$ cat config.mk
export PLATFORM = sky130hd
export DESIGN_NAME = lfsr_rng_gen
export DESIGN_NICKNAME = d
export VERILOG_FILES = /design/src/rtl/lfsr_rng_gen.sv
export SDC_FILE = /design/constraint.sdc
export NUM_CORES = 1
export LEC_CHECK = 0
export BUFFER_PORTS_ARGS = -buffer_cell sky130_fd_sc_hd__buf_2
export CORE_UTILIZATION = 57
export DETAILED_ROUTE_END_ITERATION = 10
export PLACE_DENSITY = 0.87
export SLEW_MARGIN = 20
export SYNTH_ARGS = -nofsm -noshare
export SYNTH_HDL_FRONTEND = slang
export SYNTH_SLANG_ARGS = --single-unit
$ cat constraint.sdc
create_clock -name clock -period 5.12 [get_ports clock]
set_input_delay 0.256 -clock clock [delete_from_list [all_inputs] [get_ports clock]]
set_output_delay 0.256 -clock clock [all_outputs]
set_load 0.005 [all_outputs]
$ cat src/rtl/lfsr_rng_gen.sv
// lfsr_rng_gen: Fibonacci LFSR random-number generator with strided sampling and valid/ready delivery
// Ports: clock/reset (async, active-high); enable advances the LFSR and stride counter;
// seed_load/seed_in reseed the LFSR and drop any pending sample; rnd/rnd_valid/rnd_ready
// deliver one sample every STRIDE enabled cycles; missed pulses when a sample is dropped.
module lfsr_rng_gen #(
    parameter int               WIDTH  = 13,
    parameter logic [WIDTH-1:0] TAPS   = 13'h100D,
    parameter logic [WIDTH-1:0] SEED   = 13'h000F,
    parameter int               STRIDE = 13
) (
    input  logic             clock,
    input  logic             reset,
    input  logic             enable,
    input  logic             seed_load,
    input  logic [WIDTH-1:0] seed_in,
    output logic [WIDTH-1:0] rnd,
    output logic             rnd_valid,
    input  logic             rnd_ready,
    output logic             missed
);
    localparam int CW = (STRIDE > 1) ? $clog2(STRIDE) : 1;
    localparam logic [CW-1:0] LAST = CW'(STRIDE - 1);
    logic [WIDTH-1:0] state_q, state_d, shifted, rnd_q, rnd_d;
    logic [CW-1:0] count_q, count_d;
    logic valid_q, valid_d, missed_q, missed_d;
    logic accept, capture;
    always_comb begin
        shifted = {state_q[WIDTH-2:0], ^(state_q & TAPS)};
        accept = valid_q & rnd_ready;
        capture = ~seed_load & enable & (count_q == LAST);
        // A zero seed would lock the LFSR, so it falls back to SEED
        state_d = seed_load ? ((seed_in == '0) ? SEED : seed_in) : enable ? shifted : state_q;
        count_d = (seed_load | capture) ? '0 : enable ? count_q + 1'b1 : count_q;
        rnd_d = (capture & (~valid_q | accept)) ? shifted : rnd_q;
        // A capture always leaves a sample pending: either the new one or the unaccepted old one
        valid_d = ~seed_load & (capture | (valid_q & ~accept));
        missed_d = capture & valid_q & ~accept;
    end
    always_ff @(posedge clock or posedge reset) begin
        if (reset) begin
            state_q <= SEED;
            count_q <= '0;
            rnd_q <= '0;
            valid_q <= 1'b0;
            missed_q <= 1'b0;
        end else begin
            state_q <= state_d;
            count_q <= count_d;
            rnd_q <= rnd_d;
            valid_q <= valid_d;
            missed_q <= missed_d;
        end
    end
    assign rnd = rnd_q;
    assign rnd_valid = valid_q;
    assign missed = missed_q;
endmodule

* After elaboration in Yosys (flattened, before gate mapping) *
Index checks and enable logic that the tools add are counted.

word-level totals
  register bits after elaboration = 32
  input bits = 18
  output and inout port bits = 15
  logic and storage cells = 30

cells by class
  add/subtract/negate cells = 1
  eq/ne operators = 1
  multiplexer cells = 5
  bitwise operators = 14
  reduce and logical (&&, ||, !) cells = 4

operator list
  operator             number
  $mux 13              3
  $logic_not 13->1     1
  $reduce_xor 13->1    1
  $and 1x1->1          8
  $mux 4               2
  $add 4x1->4 const B  1
  $eq 4x4->1 const B   1
  $reduce_bool 2->1    2
  $not 1->1            3
  $or 1x1->1           3

* Logic depth before layout (Yosys ltp) *
Gate-level depths: netlist (run 1).

  depth after elaboration = 5
  mapped depth = 6
  gate-level depth less buffers = 5

* Least setup slack after synthesis (run 1) *
No wires, ideal clock.

  path type = register to register
  from = register count_q[0]
  to = register rnd_q[0], in the netlist rnd[0]
  setup time = 0.125 ns
  data arrival time = 1.618 ns
  required time = 4.995 ns
  setup slack = 3.377 ns
  stages on the path, launching flop included = 7
  buffers on the path = 1
  period minus slack after synthesis = 1.743 ns
  path through = dfrtp_1 -> inv_1 -> ha_1 -> nand2_1 -> nor4b_4 -> buf_6 -> mux2_2

on the way
  longest elaborated chain between the ends = 3

ends and longest elaborated chain
  what                      line  source
  start: declaration        24    logic [CW-1:0] count_q, count_d;
  start signal: assignment  48    count_q <= count_d;
  $eq 4x4->1                30    capture = ~seed_load & enable & (count_q == LAST);
  $and 1x1->1               30
  $and 1x1->1               34    rnd_d = (capture & (~valid_q | accept)) ? shifted : rnd_q;
  end signal: assignment    49    rnd_q <= rnd_d;
  end: declaration          23    logic [WIDTH-1:0] state_q, state_d, shifted, rnd_q, rnd_d;

Every way passes these cells.
A chain may end at the register's enable or synchronous reset.

* Worst setup path after layout (run 1) *
  from = register count_q[0]
  to = register rnd_q[1], in the netlist rnd[1]

Same word-level chain as after synthesis.

==> flow_summary_export.csv, run 1 <==
group,metric,value,unit
outcome,status,"complete, but fails checks",
outcome,failing_checks,"negative hold slack",
synth,ys_async_sr_fraction,100,%
placement,io_buffer_count,32,
clock_network,worstSkewPairLatency,0.33,ns
floorplanning,die-height,53.2,um
route,detail_route.wirelength,2.83,mm
synth,synth-adder-area-share,1.68,%
sta,drv_slew,0,
route,routed_wire_length_per_instance,14.6,um
clock_network,post_cts_hold_buffer_count,0,
clock_network,cts.clk_slew.worst_paths,0.10,ns
hold_path,worst_hold_path_type,"in2async",
global_routing,number_of_antenna_violations_at_the_first_check_in_global_routing,0,
synth,synth_compound_area_share,9.73,%
finish,fin_nets,183,
synth,ys_top_cells_by_count,"28 x dfrtp_1, 13 x mux2_2, 13 x nand2_1, 13 x o21ai_0, 9 x mux2i_1",
sta,max_clock_freq,458,MHz
synth,synth_enable_flop_cells,0,
sta,fin_clk_skew,0.00648,ns
clock_network,cts-buffers-inserted,5,
synth,syn-cell-area,0.00149,mm2
pwr,power,0.549,mW
route,final_antenna_net_count,0,
finish,multi_input_gate_area,613,um2
finish,final_layout_size_suffix_gt1_share,36.0,%
finish,antenna_cells,0,
worst_setup_path,worst_path_largest_cell_delay,0.78,ns
worst_setup_path,worstPathRequired,5.34,ns
worst_setup_path,setup.worst_path.class,"reg2reg",
route,drt_first_pass_iters,4,
job,total_of_max_cap_violations,0,
pwr,static-leakage-power,0.897,nW
floorplanning,start_util,60.2,%
global_routing,global_route_wire_length_before_repair,4.66,mm
placement,finalWeightedCongestion,0.745,
worst_setup_path,critical_path.slowest_cell,"nor4b_4",
synth,synth_sequential_area_ratio,54.0,%
worst_setup_path,worstReg2RegStart,"count_q[0]",
global_routing,grt_start_max_net_pins,33,
finish,post-route-util,70.3,%
clock_network,clkSinkCount,32,
worst_setup_path,critical_path.cell_chain,"inv_1 -> ha_1 -> nand2_1 -> nor4b_4 -> mux2_2",
floorplanning,fp.dieW,53.2,um
worst_setup_path,worst-r2r-cell-count,5,
synth,synth_top_family_by_area,"multiplexers",
synth,synth_top_flop_cell,"dfrtp_1",
worst_setup_path,crit_path_end,"rnd[1]",
sta,finalSetupViolations,0,
worst_setup_path,crit_path_start_kind,"flip-flop",
placement,dp_hpwl,2.00,mm
worst_setup_path,r2r_slack,2.94,ns
synth,yosys_warnings,0,
global_routing,grt_pass1_vias,1074,
finish,areaGrowthSynthToFinish,16.8,%
clock_network,root_buffer,"clkbuf_4",
sta,max-slew-margin-rel,42.2,%
floorplanning,top_level_ports,33,
finish,n_fill_cell,196,
clock_network,cts_repair_resize_count,0,
worst_setup_path,crit_start,"count_q[0]",
route,vias,1083,
route,drt-vias-per-instance,5.58,
clock_network,cts-root-to-sink-buffers,2,
synth,synth_top_area_cell,"dfrtp_1",
sta,hold_fails_final_rpt,1,
synth,syn_inst,130,
pwr,vdd.ir_drop.worst,0.328,mV
sta,worst_slew_pin_slew,0.863,ns
synth,avgSynthCellArea,11.5,um2
synth,synth.area.mux_share,15.9,%
floorplanning,die_area,0.00282,mm2
finish,final_standard_cell_count_with_taps_included_and_fillers_excluded,194,
floorplanning,core_area,0.00248,mm2
placement,post_dp_cell_area,0.00165,mm2
synth,synthXorXnorAreaFrac,2.10,%
synth,yosys.area_share.simple,11.7,%
synth,synth.distinct_cells,29,
worst_setup_path,crit_path_max_fanout,13,
synth,seq_cells_post_synth,32,
floorplanning,core.rowCount,18,
synth,syn_nets,150,
global_routing,gr-usage-all-layers,24.7,%
finish,stdcell_area,0.00174,mm2
sta,timing.hold.ws,-0.00141,ns
route,initial_drt_markers,7,
synth,netlist_top_cells_area,"dfrtp_1 47%, mux2_2 9.8%, dfstp_2 7.0%",
synth,synth_most_common_cell,"dfrtp_1",
clock_network,tritoncts,"built",
global_routing,grt_overflow,0,
sta,rsz0062_at_grt,"no",
pwr,power-per-cell-area,315,mW/mm2
clock_network,post-cts-setup-buffer-count,0,
worst_setup_path,end_kind,"flip-flop",
worst_setup_path,arrival,2.41,ns
sta,final_period_util,42.6,%
clock_network,htree_num_levels,2,
sta,finalCriticalPeriod,2.18,ns
route,drcViolationCount,0,
synth,yosys_top_cell_area_share,47.0,%
sta,finalSetupTns,0,ns
placement,placedCellCount,186,
worst_setup_path,worstReg2RegEnd,"rnd[1]",
finish,area.sequential,806,um2
critical path, delay by kind of cell, from the launching register on:
family	cells	cell delay (ns)
adders and majority gates	1	0.23
buffers and inverters	1	0.10
DFF	1	0.42
muxes	1	0.42
and+or+nand+nor	2	0.90
how the worst min path moves through the flow:
stage / startpoint / to / slack (ns) / cells after the start
floorplan: reset / count_q[0] / 0.37 / 1
CTS: reset / state_q[9] / 0.02 / 2
global placement: seed_in[6] / state_q[6] / 0.48 / 3
detailed placement: reset / rnd_valid / 0.39 / 2
finish: reset / rnd_valid / -0.001 / 2
global route: reset / rnd_valid / 0.06 / 2
registers in the layout, summed over array words and instances (netlist names):
register	flops
rnd	13
state_q	13
count_q	4
missed	1
rnd_valid	1
logic make-up (layout without fill, tap and decap cells):
kind of cell,after synthesis,after routing
XOR/XNOR,2,2
AND/OR/NAND/NOR,32,32
multiplexers,22,22
flip-flops,32,32
buffers and inverters,14,48
adder cells (fa/ha/maj),2,2
AO/OA/AOI/OAI,26,26
cell usage in the layout (no fill, tap or decap), drive strengths merged, types with 2 or more instances in the layout:
cell	instances
o21ai	13
or3	2
mux2	13
nand3	3
a211oi	3
clkbuf	7
buf	32
a31oi	3
mux2i	9
ha	2
dfstp	4
nand2	13
dfrtp	28
inv	8
a21oi	6
and2	3
nor2	3
nor4	2
per-layer routing:
layer  track usage (%)  part of all wire (%)  vias up
li1                  -                     -      523
met1              29.5                    42      522
met2              39.7                    51       35
met3              8.62                   5.8        3
met4              11.4                  0.78        0
met5                 0                     0        -
power by group:
part	internal, mW	switching (mW)	leakage, nW
sequential	0.268	0.0116	0.416
clock	0.130	0.0864	0.0515
combinational	0.0246	0.0293	0.429
total	0.422	0.127	0.897
through the flow:
| stage | hold slack (ns) | setup slack [ns] |
|---|---|---|
| 5_1_grt | 0.0571 | 2.79 |
| 3_3_place_gp | 0.479 | 3.03 |
| 2_1_floorplan | 0.368 | 3.38 |
| 6_report | -0.00141 | 2.94 |
| 3_5_place_dp | 0.394 | 2.93 |
| 4_1_cts | 0.0198 | 2.91 |
cell type report:
type                            count  area share (%)
Sequential cell                    32            46.3
Multi-Input combinational cell     84            35.2
Timing Repair Buffer               32            9.20
Clock buffer                        7            3.74
Tap cell                           30            2.16
Clock inverter                      1            1.72
Inverter                            8            1.72
Power figures use the tool's default switching activity.
==> run 2: changes to the inputs <==
- CORE_UTILIZATION: 57 -> 47
- PLACE_DENSITY: 0.87 -> 0.77
- clock period: 5.12 -> 2 ns (I/O delays scaled with it)
==> run 2 against run 1 <==
Against the previous run: the run now ends clean; largest power group unchanged; first-iteration DRC count grew to 8.1 times the previous value; combinational power grew to 3.0 times the previous value; non-clock buffer count increased by 13; sequential power grew to 2.6 times the previous value; highest routed layer unchanged; sequential share of layout area down 2.8 points; register-to-register slack got worse by 2.8 ns.
==> flow_summary_export.csv, run 2 (synthesis results as in run 1) <==
group,metric,value,unit
outcome,status,"finished, final reports clean",
pwr,power-per-cell-area,678,mW/mm2
worst_setup_path,worstReg2RegStart,"count_q[0]",
worst_setup_path,worst-r2r-cell-count,6,
sta,finalCriticalPeriod,1.87,ns
worst_setup_path,arrival,2.09,ns
worst_setup_path,crit_path_max_fanout,13,
clock_network,clkSinkCount,32,
route,final_antenna_net_count,0,
floorplanning,fp.dieW,58.3,um
route,initial_drt_markers,57,
hold_path,whs_path_depth,3,
route,drcViolationCount,0,
floorplanning,start_util,49.3,%
sta,worst_slew_pin_slew,0.529,ns
clock_network,cts-root-to-sink-buffers,2,
clock_network,cts-buffers-inserted,5,
finish,areaGrowthSynthToFinish,24.3,%
sta,max_clock_freq,534,MHz
global_routing,gr-usage-all-layers,21.5,%
floorplanning,die_area,0.00340,mm2
placement,finalWeightedCongestion,0.850,
hold_path,timing.hold.worst_endpoint,"state_q[10]",
global_routing,grt_start_max_net_pins,33,
floorplanning,core_area,0.00303,mm2
pwr,vdd.ir_drop.worst,0.448,mV
floorplanning,die-height,58.3,um
worst_setup_path,worstReg2RegEnd,"rnd[2]",
pwr,static-leakage-power,0.941,nW
pwr,power.share.switching,26.0,%
route,detail_route.wirelength,3.16,mm
global_routing,grt_pass1_vias,1228,
pwr,p_clk_share,30.6,%
sta,fin_clk_skew,0.0106,ns
route,drt-vias-per-instance,5.33,
clock_network,tritoncts,"built",
route,vias,1178,
floorplanning,core.rowCount,20,
clock_network,root_buffer,"clkbuf_4",
finish,final_layout_size_suffix_gt1_share,33.9,%
hold_path,min-delay-start,"seed_in[10]",
pwr,netSwitchingPower,0.327,mW
sta,hold_fails_final_rpt,0,
clock_network,worstSkewPairLatency,0.34,ns
finish,final_common_cell,"buf_2",
pwr,p_comb_share,12.6,%
global_routing,global_route_wire_length_before_repair,5.36,mm
finish,antenna_cells,0,
worst_setup_path,r2r_slack,0.13,ns
clock_network,htree_num_levels,2,
global_routing,number_of_antenna_violations_at_the_first_check_in_global_routing,0,
global_routing,grt_overflow,0,
clock_network,cts.clk_slew.worst_paths,0.10,ns
sta,rsz0062_at_grt,"no",
sta,drv_slew,0,
placement,io_buffer_count,32,
pwr,power,1.26,mW
finish,layout.cells.most_common_list,"32 x buf_2, 28 x dfrtp_1, 13 x nand2_1, 13 x o21ai_0, 13 x mux2_2",
sta,timing.hold.ws,0.0168,ns
sta,finalSetupViolations,0,
worst_setup_path,crit_path_start_kind,"flip-flop",
sta,finalSetupTns,0,ns
placement,dp_hpwl,2.07,mm
hold_path,worst_hold_path_type,"in2reg",
worst_setup_path,setup.worst_path.class,"reg2reg",
job,total_of_max_cap_violations,0,
worst_setup_path,worstPathRequired,2.22,ns
pwr,internal,0.931,mW
sta,max-slew-margin-rel,64.7,%
worst_setup_path,end_kind,"flip-flop",
finish,fin_nets,196,
floorplanning,top_level_ports,33,
route,routed_wire_length_per_instance,14.3,um
pwr,power.share.sequential,56.8,%
route,drt_first_pass_iters,4,
finish,n_fill_cell,268,
sta,final_period_util,93.6,%
-- run 2: changes by cell type in the layout (fill, tap and decap cells not counted), sizes merged --
cell         before  now
clkbuf            7    6
clkinv            0    2
buf              32   34
bufinv            1    0
dlygate4sd3       0   11
-- run 2: how the worst max path moves through the flow --
stage,slack (ns),depth (start not counted),endpoint,start
global placement,0.24,6,rnd[4],count_q[0]
global route,0.03,6,rnd[6],count_q[0]
CTS,0.09,6,rnd[2],count_q[0]
finish,0.13,6,rnd[2],count_q[0]
floorplan,0.26,6,rnd[0],count_q[0]
detailed placement,0.11,6,rnd[2],count_q[0]
-- run 2: layout make-up --
| cell class | instances | area, um2 | share of cell area (%) |
|---|---|---|---|
| Tap cell | 44 | 55.1 | 2.97 |
| Inverter | 8 | 30.0 | 1.62 |
| Sequential cell | 32 | 806 | 43.5 |
| Timing Repair Buffer | 45 | 289 | 15.6 |
| Multi-Input combinational cell | 84 | 613 | 33.1 |
| Clock buffer | 6 | 51.3 | 2.77 |
| Clock inverter | 2 | 10.0 | 0.540 |
-- run 2: stage by stage --
stage / setup slack [ns] / instances / utilization, % / cell area [um2]
detailed placement: 0.105 / 202 / 55.5 / 1680
finish: 0.128 / 221 / 61.2 / 1850
floorplan: 0.257 / 130 / - / 1490
global route: 0.0313 / 221 / 61.2 / 1850
CTS: 0.0857 / 221 / 61.1 / 1850
global placement: 0.244 / 202 / 55.5 / 1680
-- run 2: per-layer routing --
| metal | up-vias | global-route usage, % | wire length [um] |
|---|---|---|---|
| met5 | - | 0 | 0 |
| met4 | 0 | 12.9 | 65 |
| met3 | 8 | 4.84 | 131 |
| met2 | 35 | 36.3 | 1670 |
| met1 | 585 | 25.1 | 1290 |
| li1 | 550 | - | - |
-- run 2: worst max-delay path: stages (launching register included) --
cell	delay, ns
dfrtp_1	0.43
inv_1	0.12
ha_1	0.23
nand2_1	0.13
nor4b_4	0.29
buf_6	0.21
mux2_2	0.35
-- run 2: timing repair --
item / 4_1_cts / 5_1_grt
endpoints found under the hold margin: 38 / 0
endpoints found under the setup margin: 0 / 4
gates resized for setup: 0 / 1
hold buffers: 11 / 0
setup buffers: 0 / 0
-- run 2: power groups by stage --
stage,combinational [mW],sequential [mW],clock (mW)
2_1_floorplan,0.102,0.716,0
3_3_place_gp,0.133,0.724,0
3_5_place_dp,0.141,0.726,0
4_1_cts,0.158,0.714,0.397
5_1_grt,0.178,0.719,0.428
6_report,0.159,0.714,0.385
==> run 3: changes to the inputs <==
- CORE_UTILIZATION: 47 -> 46
- PLACE_DENSITY: 0.77 -> 0.76
==> run 3 against run 2 <==
Against the previous run: maximum frequency fell by 0.24%; setup slack got worse by 0.0046 ns; cell count fell by 0.45%; register-to-register slack barely moved; combinational power fell by 3%.
==> flow_summary_export.csv, run 3 (synthesis results as in run 1) <==
group,metric,value,unit
sta,hold_fails_final_rpt,0,
pwr,static-leakage-power,0.937,nW
global_routing,number_of_antenna_violations_at_the_first_check_in_global_routing,0,
route,initial_drt_markers,49,
sta,fin_clk_skew,0.00947,ns
sta,max-slew-margin-rel,64.4,%
finish,final_common_cell,"buf_2",
floorplanning,die-height,58.9,um
sta,max_clock_freq,533,MHz
worst_setup_path,worst_path_largest_cell_delay,0.43,ns
worst_setup_path,crit_path_end,"rnd[11]",
finish,n_fill_cell,291,
route,final_antenna_net_count,0,
clock_network,cts_repair_resize_count,0,
worst_setup_path,worstReg2RegStart,"count_q[0]",
global_routing,grt_pass1_vias,1168,
pwr,netSwitchingPower,0.313,mW
global_routing,grt_overflow,0,
placement,finalWeightedCongestion,0.827,
job,total_of_max_cap_violations,0,
worst_setup_path,end_kind,"flip-flop",
worst_setup_path,setup.worst_path.class,"reg2reg",
finish,fin_nets,195,
floorplanning,die_area,0.00347,mm2
finish,layout.cells.most_common_list,"32 x buf_2, 28 x dfrtp_1, 13 x nand2_1, 13 x o21ai_0, 13 x mux2_2",
finish,final_layout_size_suffix_gt1_share,33.5,%
worst_setup_path,worstPathRequired,2.22,ns
pwr,power-per-cell-area,694,mW/mm2
clock_network,cts-buffers-inserted,5,
clock_network,tritoncts,"built",
placement,placedCellCount,202,
placement,io_buffer_count,32,
floorplanning,core_area,0.00305,mm2
clock_network,worstSkewPairLatency,0.33,ns
sta,finalCriticalPeriod,1.88,ns
route,vias,1153,
sta,final_period_util,93.8,%
finish,final_standard_cell_count_with_taps_included_and_fillers_excluded,220,
floorplanning,fp.dieW,58.9,um
sta,worst_slew_pin_slew,0.534,ns
hold_path,worst_hold_path_type,"in2reg",
placement,dp_hpwl,2.07,mm
pwr,vdd.ir_drop.worst,0.369,mV
route,drt_first_pass_iters,4,
floorplanning,core.rowCount,20,
worst_setup_path,arrival,2.09,ns
clock_network,root_buffer,"clkbuf_4",
floorplanning,top_level_ports,33,
clock_network,cts.clk_slew.worst_paths,0.10,ns
global_routing,grt_start_max_net_pins,33,
worst_setup_path,crit_path_max_fanout,13,
pwr,internal,0.969,mW
sta,finalSetupTns,0,ns
floorplanning,start_util,48.9,%
worst_setup_path,crit_path_start_kind,"flip-flop",
clock_network,htree_num_levels,2,
worst_setup_path,worstReg2RegEnd,"rnd[11]",
sta,rsz0062_at_grt,"no",
route,routed_wire_length_per_instance,13.5,um
outcome,status,"finished, final reports clean",
pwr,p_clk_share,32.3,%
pwr,power.share.sequential,55.6,%
finish,areaGrowthSynthToFinish,23.9,%
worst_setup_path,critical_path.slowest_cell,"dfrtp_1",
sta,finalSetupViolations,0,
worst_setup_path,critical_path.cell_chain,"inv_1 -> ha_1 -> nand2_1 -> nor4b_4 -> buf_4 -> mux2_2",
global_routing,global_route_wire_length_before_repair,5.02,mm
worst_setup_path,r2r_slack,0.12,ns
clock_network,cts-root-to-sink-buffers,2,
worst_setup_path,crit_start,"count_q[0]",
route,drt-vias-per-instance,5.24,
finish,antenna_cells,0,
worst_setup_path,worst-r2r-cell-count,6,
pwr,power.share.switching,24.4,%
route,drcViolationCount,0,
route,detail_route.wirelength,2.98,mm
clock_network,clkSinkCount,32,
sta,drv_slew,0,
pwr,p_comb_share,12.0,%
global_routing,gr-usage-all-layers,20.3,%
## run 3: what timing repair did
item | CTS | global route
hold buffers | 10 | 0
hold endpoints to repair | 37 | 0
setup endpoints to repair | 0 | 0
buffers inserted | 0 | 0
## run 3: cell type report
type	count	area, um2	share of cell area [%]
inverters	8	30.0	1.62
well taps	44	55.1	2.98
multi-input cells	84	613	33.2
flip-flops and latches	32	806	43.6
repair buffers	44	275	14.9
clock buffers	8	68.8	3.72
## run 3: metrics by stage
step / setup WS, ns / util (%) / hold slack, ns / power [mW] / area (um2)
global route: 0.0232 / 60.5 / 0.0134 / 1.35 / 1850
detailed placement: 0.123 / 55.0 / 0.209 / 0.866 / 1680
global placement: 0.243 / 55.0 / 0.197 / 0.858 / 1680
floorplan: 0.257 / - / 0.212 / 0.818 / 1490
CTS: 0.108 / 60.5 / 0.00208 / 1.29 / 1850
finish: 0.123 / 60.5 / 0.00467 / 1.28 / 1850
## run 3: worst max-delay path: cells and delay by family, from the launching register on
kind / cells / cell delay, ns
mux: 1 / 0.36
fa+ha+maj: 1 / 0.22
simple gates: 2 / 0.40
flops: 1 / 0.43
buf+inv: 2 / 0.36
## run 3: metal layers
| metal | part of all wire [%] | track usage [%] |
|---|---|---|
| met1 | 41 | 22.7 |
| met3 | 4.0 | 4.62 |
| met5 | 0 | 0 |
| met2 | 52 | 35.7 |
| met4 | 2.3 | 11.2 |
## run 3: how the worst min path moves through the flow
stage / cells after the start / slack, ns / endpoint / from
2_1_floorplan: 1 / 0.21 / count_q[0] / reset
3_3_place_gp: 3 / 0.20 / rnd_valid / reset
3_5_place_dp: 3 / 0.21 / rnd_valid / reset
4_1_cts: 3 / 0.002 / state_q[7] / seed_in[7]
5_1_grt: 3 / 0.01 / state_q[4] / seed_in[4]
6_report: 3 / 0.005 / state_q[7] / seed_in[7]
## run 3: power by group through the flow
stage	Combinational, mW	Sequential [mW]	Clock (mW)
finish	0.154	0.713	0.414
global route	0.173	0.719	0.461
CTS	0.156	0.713	0.426
detailed placement	0.141	0.725	0
global placement	0.134	0.724	0
floorplan	0.102	0.716	0
